`src/rtl/core_pkg.sv`:
```
// Constants and types shared by the fetch path: program counter, branch-target LUT
// and instruction memory.
package core_pkg;

    localparam int unsigned PC_W       = 10;
    localparam int unsigned START_ADDR = 0;

    typedef enum logic [1:0] {
        IDLE   = 2'd0,
        RUN    = 2'd1,
        HALTED = 2'd2
    } pc_state_t;

endpackage

```
`src/rtl/sat_counter.sv`:
```
// Width-parameterised up-counter that sticks at all-ones instead of wrapping.
// A synchronous clear takes priority over the enable.
module sat_counter #(
    parameter int unsigned WIDTH = 16
) (
    input  logic             i_clk,
    input  logic             i_clr,
    input  logic             i_en,
    output logic [WIDTH-1:0] o_count
);

    logic [WIDTH-1:0] r_count;
    logic [WIDTH-1:0] w_count_d;
    logic             w_at_max;

    assign w_at_max = (r_count == {WIDTH{1'b1}});

    always_comb begin
        w_count_d = r_count;
        if (i_clr) begin
            w_count_d = '0;
        end else if (i_en && !w_at_max) begin
            w_count_d = r_count + WIDTH'(1);
        end
    end

    always_ff @(posedge i_clk) begin
        r_count <= w_count_d;
    end

    assign o_count = r_count;

endmodule

```
`src/rtl/prog_ctr_unit.sv`:
```
// Program counter and fetch sequencer: Start/Done handshake, stall, absolute
// branches, sequential advance with sticky wrap flag, and a per-run cycle count.
module prog_ctr_unit #(
    parameter int unsigned PC_W       = core_pkg::PC_W,
    parameter int unsigned START_ADDR = core_pkg::START_ADDR,
    parameter int unsigned CNT_W      = 16
) (
    input  logic             Clk,
    input  logic             Reset,
    input  logic             Start,
    input  logic             Halt,
    input  logic             Stall,
    input  logic             BranchEn,
    input  logic             Taken,
    input  logic [PC_W-1:0]  Target,
    output logic [PC_W-1:0]  ProgCtr,
    output logic             Busy,
    output logic             Done,
    output logic             Wrapped,
    output logic [CNT_W-1:0] CycleCount
);

    import core_pkg::*;

    localparam logic [PC_W-1:0] StartPc = PC_W'(START_ADDR);

    pc_state_t       r_state;
    pc_state_t       w_state_d;
    logic [PC_W-1:0] r_pc;
    logic [PC_W-1:0] w_pc_d;
    logic            r_wrapped;
    logic            w_wrapped_d;
    logic            w_cnt_clr;
    logic            w_cnt_en;

    always_comb begin
        w_state_d   = r_state;
        w_pc_d      = r_pc;
        w_wrapped_d = r_wrapped;
        w_cnt_clr   = 1'b0;
        w_cnt_en    = 1'b0;
        unique case (r_state)
            IDLE, HALTED: begin
                if (Start) begin
                    w_state_d   = RUN;
                    w_pc_d      = StartPc;
                    w_wrapped_d = 1'b0;
                    w_cnt_clr   = 1'b1;
                end
            end
            RUN: begin
                // Every RUN edge counts, including stalls and the edge into HALTED.
                w_cnt_en = 1'b1;
                if (Halt) begin
                    w_state_d = HALTED;
                end else if (Stall) begin
                    w_pc_d = r_pc;
                end else if (BranchEn && Taken) begin
                    w_pc_d = Target;
                end else begin
                    w_pc_d = r_pc + PC_W'(1);
                    if (r_pc == {PC_W{1'b1}}) begin
                        w_wrapped_d = 1'b1;
                    end
                end
            end
            default: begin
                w_state_d = IDLE;
            end
        endcase
    end

    always_ff @(posedge Clk) begin
        if (Reset) begin
            r_state   <= IDLE;
            r_pc      <= '0;
            r_wrapped <= 1'b0;
        end else begin
            r_state   <= w_state_d;
            r_pc      <= w_pc_d;
            r_wrapped <= w_wrapped_d;
        end
    end

    sat_counter #(
        .WIDTH (CNT_W)
    ) u_cycle_cnt (
        .i_clk   (Clk),
        .i_clr   (Reset | w_cnt_clr),
        .i_en    (w_cnt_en),
        .o_count (CycleCount)
    );

    assign ProgCtr = r_pc;
    assign Wrapped = r_wrapped;
    assign Busy    = (r_state == RUN);
    assign Done    = (r_state == HALTED);

endmodule

```
`config.mk`:
```
export PLATFORM = sky130hd
export DESIGN_NAME = prog_ctr_unit
export DESIGN_NICKNAME = d
export VERILOG_FILES = /design/src/rtl/core_pkg.sv /design/src/rtl/sat_counter.sv /design/src/rtl/prog_ctr_unit.sv
export SDC_FILE = /design/constraint.sdc
export NUM_CORES = 1
export LEC_CHECK = 0
export BUFFER_PORTS_ARGS = -buffer_cell sky130_fd_sc_hd__buf_2
export CORE_MARGIN = 2
export CORE_UTILIZATION = 29
export DETAILED_ROUTE_END_ITERATION = 7
export GPL_ROUTABILITY_DRIVEN = 0
export GPL_TIMING_DRIVEN = 0
export HOLD_SLACK_MARGIN = 0.05
export SLEW_MARGIN = 20
export SYNTH_ARGS = -nofsm -noshare
export SYNTH_HDL_FRONTEND = slang
export SYNTH_SLANG_ARGS = --single-unit
```
`constraint.sdc`:
```
create_clock -name Clk -period 1.6 [get_ports Clk]
set_input_delay 0.32 -clock Clk [delete_from_list [all_inputs] [get_ports Clk]]
set_output_delay 0.32 -clock Clk [all_outputs]
set_load 0.01 [all_outputs]
```
Word level (Yosys, flattened, before mapping). Index checks and enable logic that the tools add are counted.

Register bits: 29. Input bits: 17. Output and inout bits: 29.

Bitwise gates (word level): 1. Reductions and logical operators: 9. Equal/unequal tests: 10. $add $sub $neg: 2. Muxes and demuxes: 17.

Operators by type and width (number): 10-bit two-way mux (4); 10-bit case mux with 2 select lines (1); 16-bit by 1-bit adder with 16-bit output, second input constant (1); 16-bit == test, second input constant (1); 10-bit by 1-bit adder with 10-bit output, second input constant (1); 10-bit == test, second input constant (1); 2-bit != test, second input constant (5); 1-bit two-way mux (8); 6-bit AND reduction (1); 2-bit two-way mux (2); 2-bit case mux with 2 select lines (1); 4-bit AND reduction (1); 2-bit by 1-bit == test with 1-bit output, second input constant (1); 2-bit == test, second input constant (1); 1-bit logical AND (2); 2-bit zero test (1); 2-bit by 1-bit != test with 1-bit output, second input constant (1); 1-bit case mux with 2 select lines (1); 2-bit AND reduction (1); 2-bit nonzero test (1); 2-bit OR reduction (1); 1-bit zero test (1); 1-bit OR (1).

Longest topological paths before layout.
Depth after elaboration: 6. Gate-level depth with buffers: 7. Gate-level depth less buffers: 5.

Cells and area by module. From an unflattened synthesis, not the netlist that was laid out.

Cells, all modules: 192. Area total of the unflattened synthesis: 1590.3 µm².

By module, submodules not included: sat_counter (cells each 96, area an instance 833.3 µm², sequential area each 320.3 µm², times used 1); prog_ctr_unit (cells each 96, area an instance 757.0 µm², sequential area each 260.2 µm², times used 1).

Worst setup path before layout. Ideal clock, no wire load.

Kind: register to register. Start: register u_cycle_cnt.r_count[0] (netlist: u_cycle_cnt.o_count[0]). End: register u_cycle_cnt.r_count[1] (netlist: u_cycle_cnt.o_count[1]). Arrival time: 1.660 ns. Stages on the path, launching flop included: 8. Setup time: 0.128 ns. Required time: 1.472 ns. Path slack: -0.188 ns. Clock period less this slack: 1.788 ns. Cell sequence: dfxtp_1 > ha_1 > nand4_1 > o41ai_4 > buf_6 > buf_6 > mux2i_1 > nor2_1.

Word-level cells in the longest chain between the ends: 3. Elaborated cells on any way between the ends: 4. Those cells by class: 1 x add/sub; 1 x eq/ne; 2 x reduce/logical.

Ends and longest elaborated chain: start, declared (RTL line sat_counter.sv:12) `logic [WIDTH-1:0] r_count;`; start signal, assigned (RTL line sat_counter.sv:28) `r_count <= w_count_d;`; branches (longest 3 deep; another with 16-bit by 1-bit adder with 16-bit output).

Parallel ways; which one is timed is not known. A chain may end at the register's enable or synchronous reset.

Worst setup path in the final report.
Start: register u_cycle_cnt.r_count[0] (netlist: u_cycle_cnt.o_count[0]). End: register u_cycle_cnt.r_count[7] (netlist: u_cycle_cnt.o_count[7]).

Same word-level chain as after synthesis.

==> results.json <==
{
  "timing.rr.start": "u_cycle_cnt.o_count[0]",
  "status": "finished, violations left",
  "cts_tree": "done",
  "final-instance-count-excl-fill": 323,
  "post_dp_cell_area_um2": 1930,
  "synthDominantCellAreaShare_pct": 36.4,
  "reg2reg_depth": 7,
  "synthMostInstantiatedCell": "sky130_fd_sc_hd__dfxtp_1",
  "io-pin-count": 46,
  "ir_worst_vdd_mv": 0.316,
  "timing.max_cap.violations": 0,
  "final_hold_violation_count": 0,
  "critical_path_required_ns": 1.81,
  "syn_area_um2": 1590,
  "ant_nets": 0,
  "gr-total-overflow": 0,
  "mappedNetlistNets": 208,
  "synth_seq_cells": 29,
  "max_slew.worst_pin.slew_ns": 0.467,
  "met3_wirelength_um": 147,
  "synthToLayoutAreaGrowth_pct": 38.5,
  "grt_setup_unrepaired": "yes",
  "fin_util_pct": 42.4,
  "critical_path_arrival_ns": 1.86,
  "worst_hold_startpoint": "Target[6]",
  "combinationalPowerShare_pct": 12.0,
  "placeableCoreArea_um2": 5200,
  "flip_flop_cell_with_the_highest_count_after_synthesis": "sky130_fd_sc_hd__dfxtp_1",
  "met1_length_um": 2080,
  "post_synth_main_area_contributors": "sky130_fd_sc_hd__dfxtp_1 36%, sky130_fd_sc_hd__a21oi_1 7.5%, sky130_fd_sc_hd__or3_1 3.5%",
  "wirelength_um": 4350,
  "slew_headroom_pct": 68.8,
  "worst_reg2reg_endpoint": "u_cycle_cnt.o_count[7]",
  "clock_path_buffers": 2,
  "port_buffers": 45,
  "first_global_vias": 1506,
  "synthCells": 189,
  "drt_first_pass_iters": 4,
  "route.detailed.wl_per_inst_um": 13.5,
  "timing_worst_setup_path_type": "register to register",
  "worst_setup_path_start_kind": "register",
  "cts_made_buffers": 5,
  "die_h_um": 78.1,
  "synth.largest_area_cell": "sky130_fd_sc_hd__dfxtp_1",
  "grt_start_max_net_pins": 11,
  "worst_hold_path.num_cells": 3,
  "max_fo_critical_path": 4,
  "asyncSetResetFlopFracSynth_pct": 0,
  "wire_length_of_the_first_global_routing_pass_um": 7180,
  "power_frac_seq_pct": 46.1,
  "detailedRoute.firstIterationViolations": 99,
  "met2_wirelength_um": 2080,
  "numPlacedInstances": 304,
  "power_frac_clock_pct": 41.9,
  "grt_antenna_before_repair": 0,
  "fin_worst_skew_ns": 0.00378,
  "clock_insertion_delay_worst_skew_ns": 0.27,
  "synth_warnings": 0,
  "cts.reportedPaths.clkPinSlew_ns": 0.07,
  "root_buffer": "sky130_fd_sc_hd__clkbuf_8",
  "grt_usage_pct": 14.3,
  "drc_errors": 0,
  "timing.final.setup_violations": 3,
  "synth.lib_cells_used.distinct": 46,
  "final-max-slew-violation-count": 0,
  "synth_sequential_area_ratio_pct": 36.4,
  "power-per-cell-area_nw_per_um2": 719,
  "dr_total_vias": 1654,
  "report.power.total_uw": 1590,
  "setup_ws_ns": -0.0514,
  "switching_share_pct": 24.3,
  "floorplan.die_area_um2": 6110,
  "clock_h_tree_levels": 2,
  "post-route-min-period_ns": 1.65,
  "final_layout_size_suffix_gt1_share_pct": 40.7,
  "internal-power_uw": 1200,
  "fin_crit_sh_pct": 103,
  "crit_path_end_kind": "register",
  "netSwitchingPower_uw": 385,
  "layout.nets": 271,
  "power_leakage_uw": 0.000884,
  "average_cell_area_after_synthesis_um2": 8.43,
  "failed_checks": "negative setup slack",
  "topRoutingLayerUsed": "met4",
  "commonest_cells_post_synth": "29 x sky130_fd_sc_hd__dfxtp_1, 24 x sky130_fd_sc_hd__a21oi_1, 14 x sky130_fd_sc_hd__nand2_1",
  "hold-worst-slack_ns": 0.334,
  "synth-edff-count": 0,
  "num_antenna_cells": 0,
  "timing.hold.worst_endpoint": "ProgCtr[6]",
  "placementRows": 26,
  "layout.cell_area.non_filler_um2": 2210,
  "numClockSinks": 29,
  "class_of_the_tightest_hold_or_removal_check": "input port to register",
  "max_clock_freq_mhz": 606,
  "hpwl_um": 3030,
  "floorplan.die.width_um": 78.1,
  "initial_utilization_pct": 30.6,
  "vias_cell": 5.12,
  "timing.reg2reg.setup_slack_ns": -0.05
}
==> through the flow <==
stage               setup TNS [ns]  setup WS (ns)
floorplan                        0       0.000123
global route                -0.956         -0.117
detailed placement           -1.36         -0.170
finish                     -0.0661        -0.0514
global placement             -1.25         -0.162
CTS                         -0.349        -0.0850
==> worst max path at each step <==
stage / startpoint / endpoint / cells past startpoint
after floorplan: u_cycle_cnt.o_count[8] / u_cycle_cnt.o_count[1] / 6
after global placement: u_cycle_cnt.o_count[8] / u_cycle_cnt.o_count[1] / 6
after detailed placement: u_cycle_cnt.o_count[8] / u_cycle_cnt.o_count[1] / 6
after CTS: u_cycle_cnt.o_count[0] / u_cycle_cnt.o_count[1] / 7
after global routing: u_cycle_cnt.o_count[10] / u_cycle_cnt.o_count[1] / 6
final: u_cycle_cnt.o_count[0] / u_cycle_cnt.o_count[7] / 7
==> what timing repair did <==
| action | in CTS | in global routing |
|---|---|---|
| pin swaps | 8 | 8 |
| hold endpoints to repair | 0 | 0 |
| buffers inserted | 5 | 6 |
| hold buffers | 0 | 0 |
| gates resized for setup | 9 | 18 |
| endpoints found under the setup margin | 15 | 24 |
| cloned | 1 | 0 |
==> cells in the final DEF (no fill, tap or decap), drive strengths merged, types with 2 or more instances in the layout <==
master / netlist / routed
buf: 5 / 63
dfxtp: 29 / 29
a21oi: 24 / 24
nand2: 14 / 14
o21ai: 14 / 14
or3: 9 / 9
nor2: 9 / 9
clkbuf: 3 / 8
nand3: 7 / 7
inv: 7 / 7
nand4: 7 / 7
and3: 6 / 6
or4: 6 / 6
o31ai: 6 / 6
nor3: 6 / 6
o22ai: 4 / 4
and2: 3 / 3
and2b: 2 / 2
and4: 2 / 2
xor2: 2 / 2
a22oi: 2 / 2
o31a: 2 / 2
ha: 2 / 2
==> cells by family (layout without fill, tap and decap cells) <==
logic type,after synthesis,after routing,synth area share [%]
simple gates,78,78,29.9
compound gates,61,61,24.6
flops,29,29,36.4
buf+inv,15,79,5.02
fa+ha+maj,2,2,1.57
xor+xnor,2,2,1.10
mux,2,2,1.33
==> final cells by class <==
| cell class | instances | area (µm²) |
|---|---|---|
| Buffer | 7 | 55.1 |
| Clock buffer | 7 | 96.3 |
| Clock inverter | 1 | 5.00 |
| Fill cell | 535 | 3000 |
| Inverter | 7 | 26.3 |
| Multi-Input combinational cell | 145 | 983 |
| Sequential cell | 29 | 614 |
| Tap cell | 70 | 87.6 |
| Timing Repair Buffer | 57 | 339 |
==> metal layers <==
metal / vias up / global-route usage (%)
met1: 783 / 19.2
met4: 0 / 5.09
met3: 2 / 3.22
met5: - / 0
li1: 843 / -
met2: 26 / 22.4
==> power groups by stage <==
stage,registers [µW],clock network (µW),logic [µW]
floorplan,756,0,99.3
detailed placement,755,0,158
global placement,755,0,157
CTS,738,696,185
global route,733,722,208
finish,732,666,190
==> registers in the layout, indices dropped and copies added, names as in the netlist <==
name,flops
u_cycle_cnt.o_count,16
r_state,2
ProgCtr,10
Wrapped,1
==> critical path, stage by stage, from the launching register on <==
cell and delay [ns]:
sky130_fd_sc_hd__dfxtp_4 0.36, sky130_fd_sc_hd__ha_4 0.16, sky130_fd_sc_hd__nand4_1 0.13, sky130_fd_sc_hd__o41ai_4 0.09
sky130_fd_sc_hd__buf_6 0.15, sky130_fd_sc_hd__buf_6 0.12, sky130_fd_sc_hd__or4_1 0.46, sky130_fd_sc_hd__a21oi_1 0.12
(Power assumes the default switching activity.)
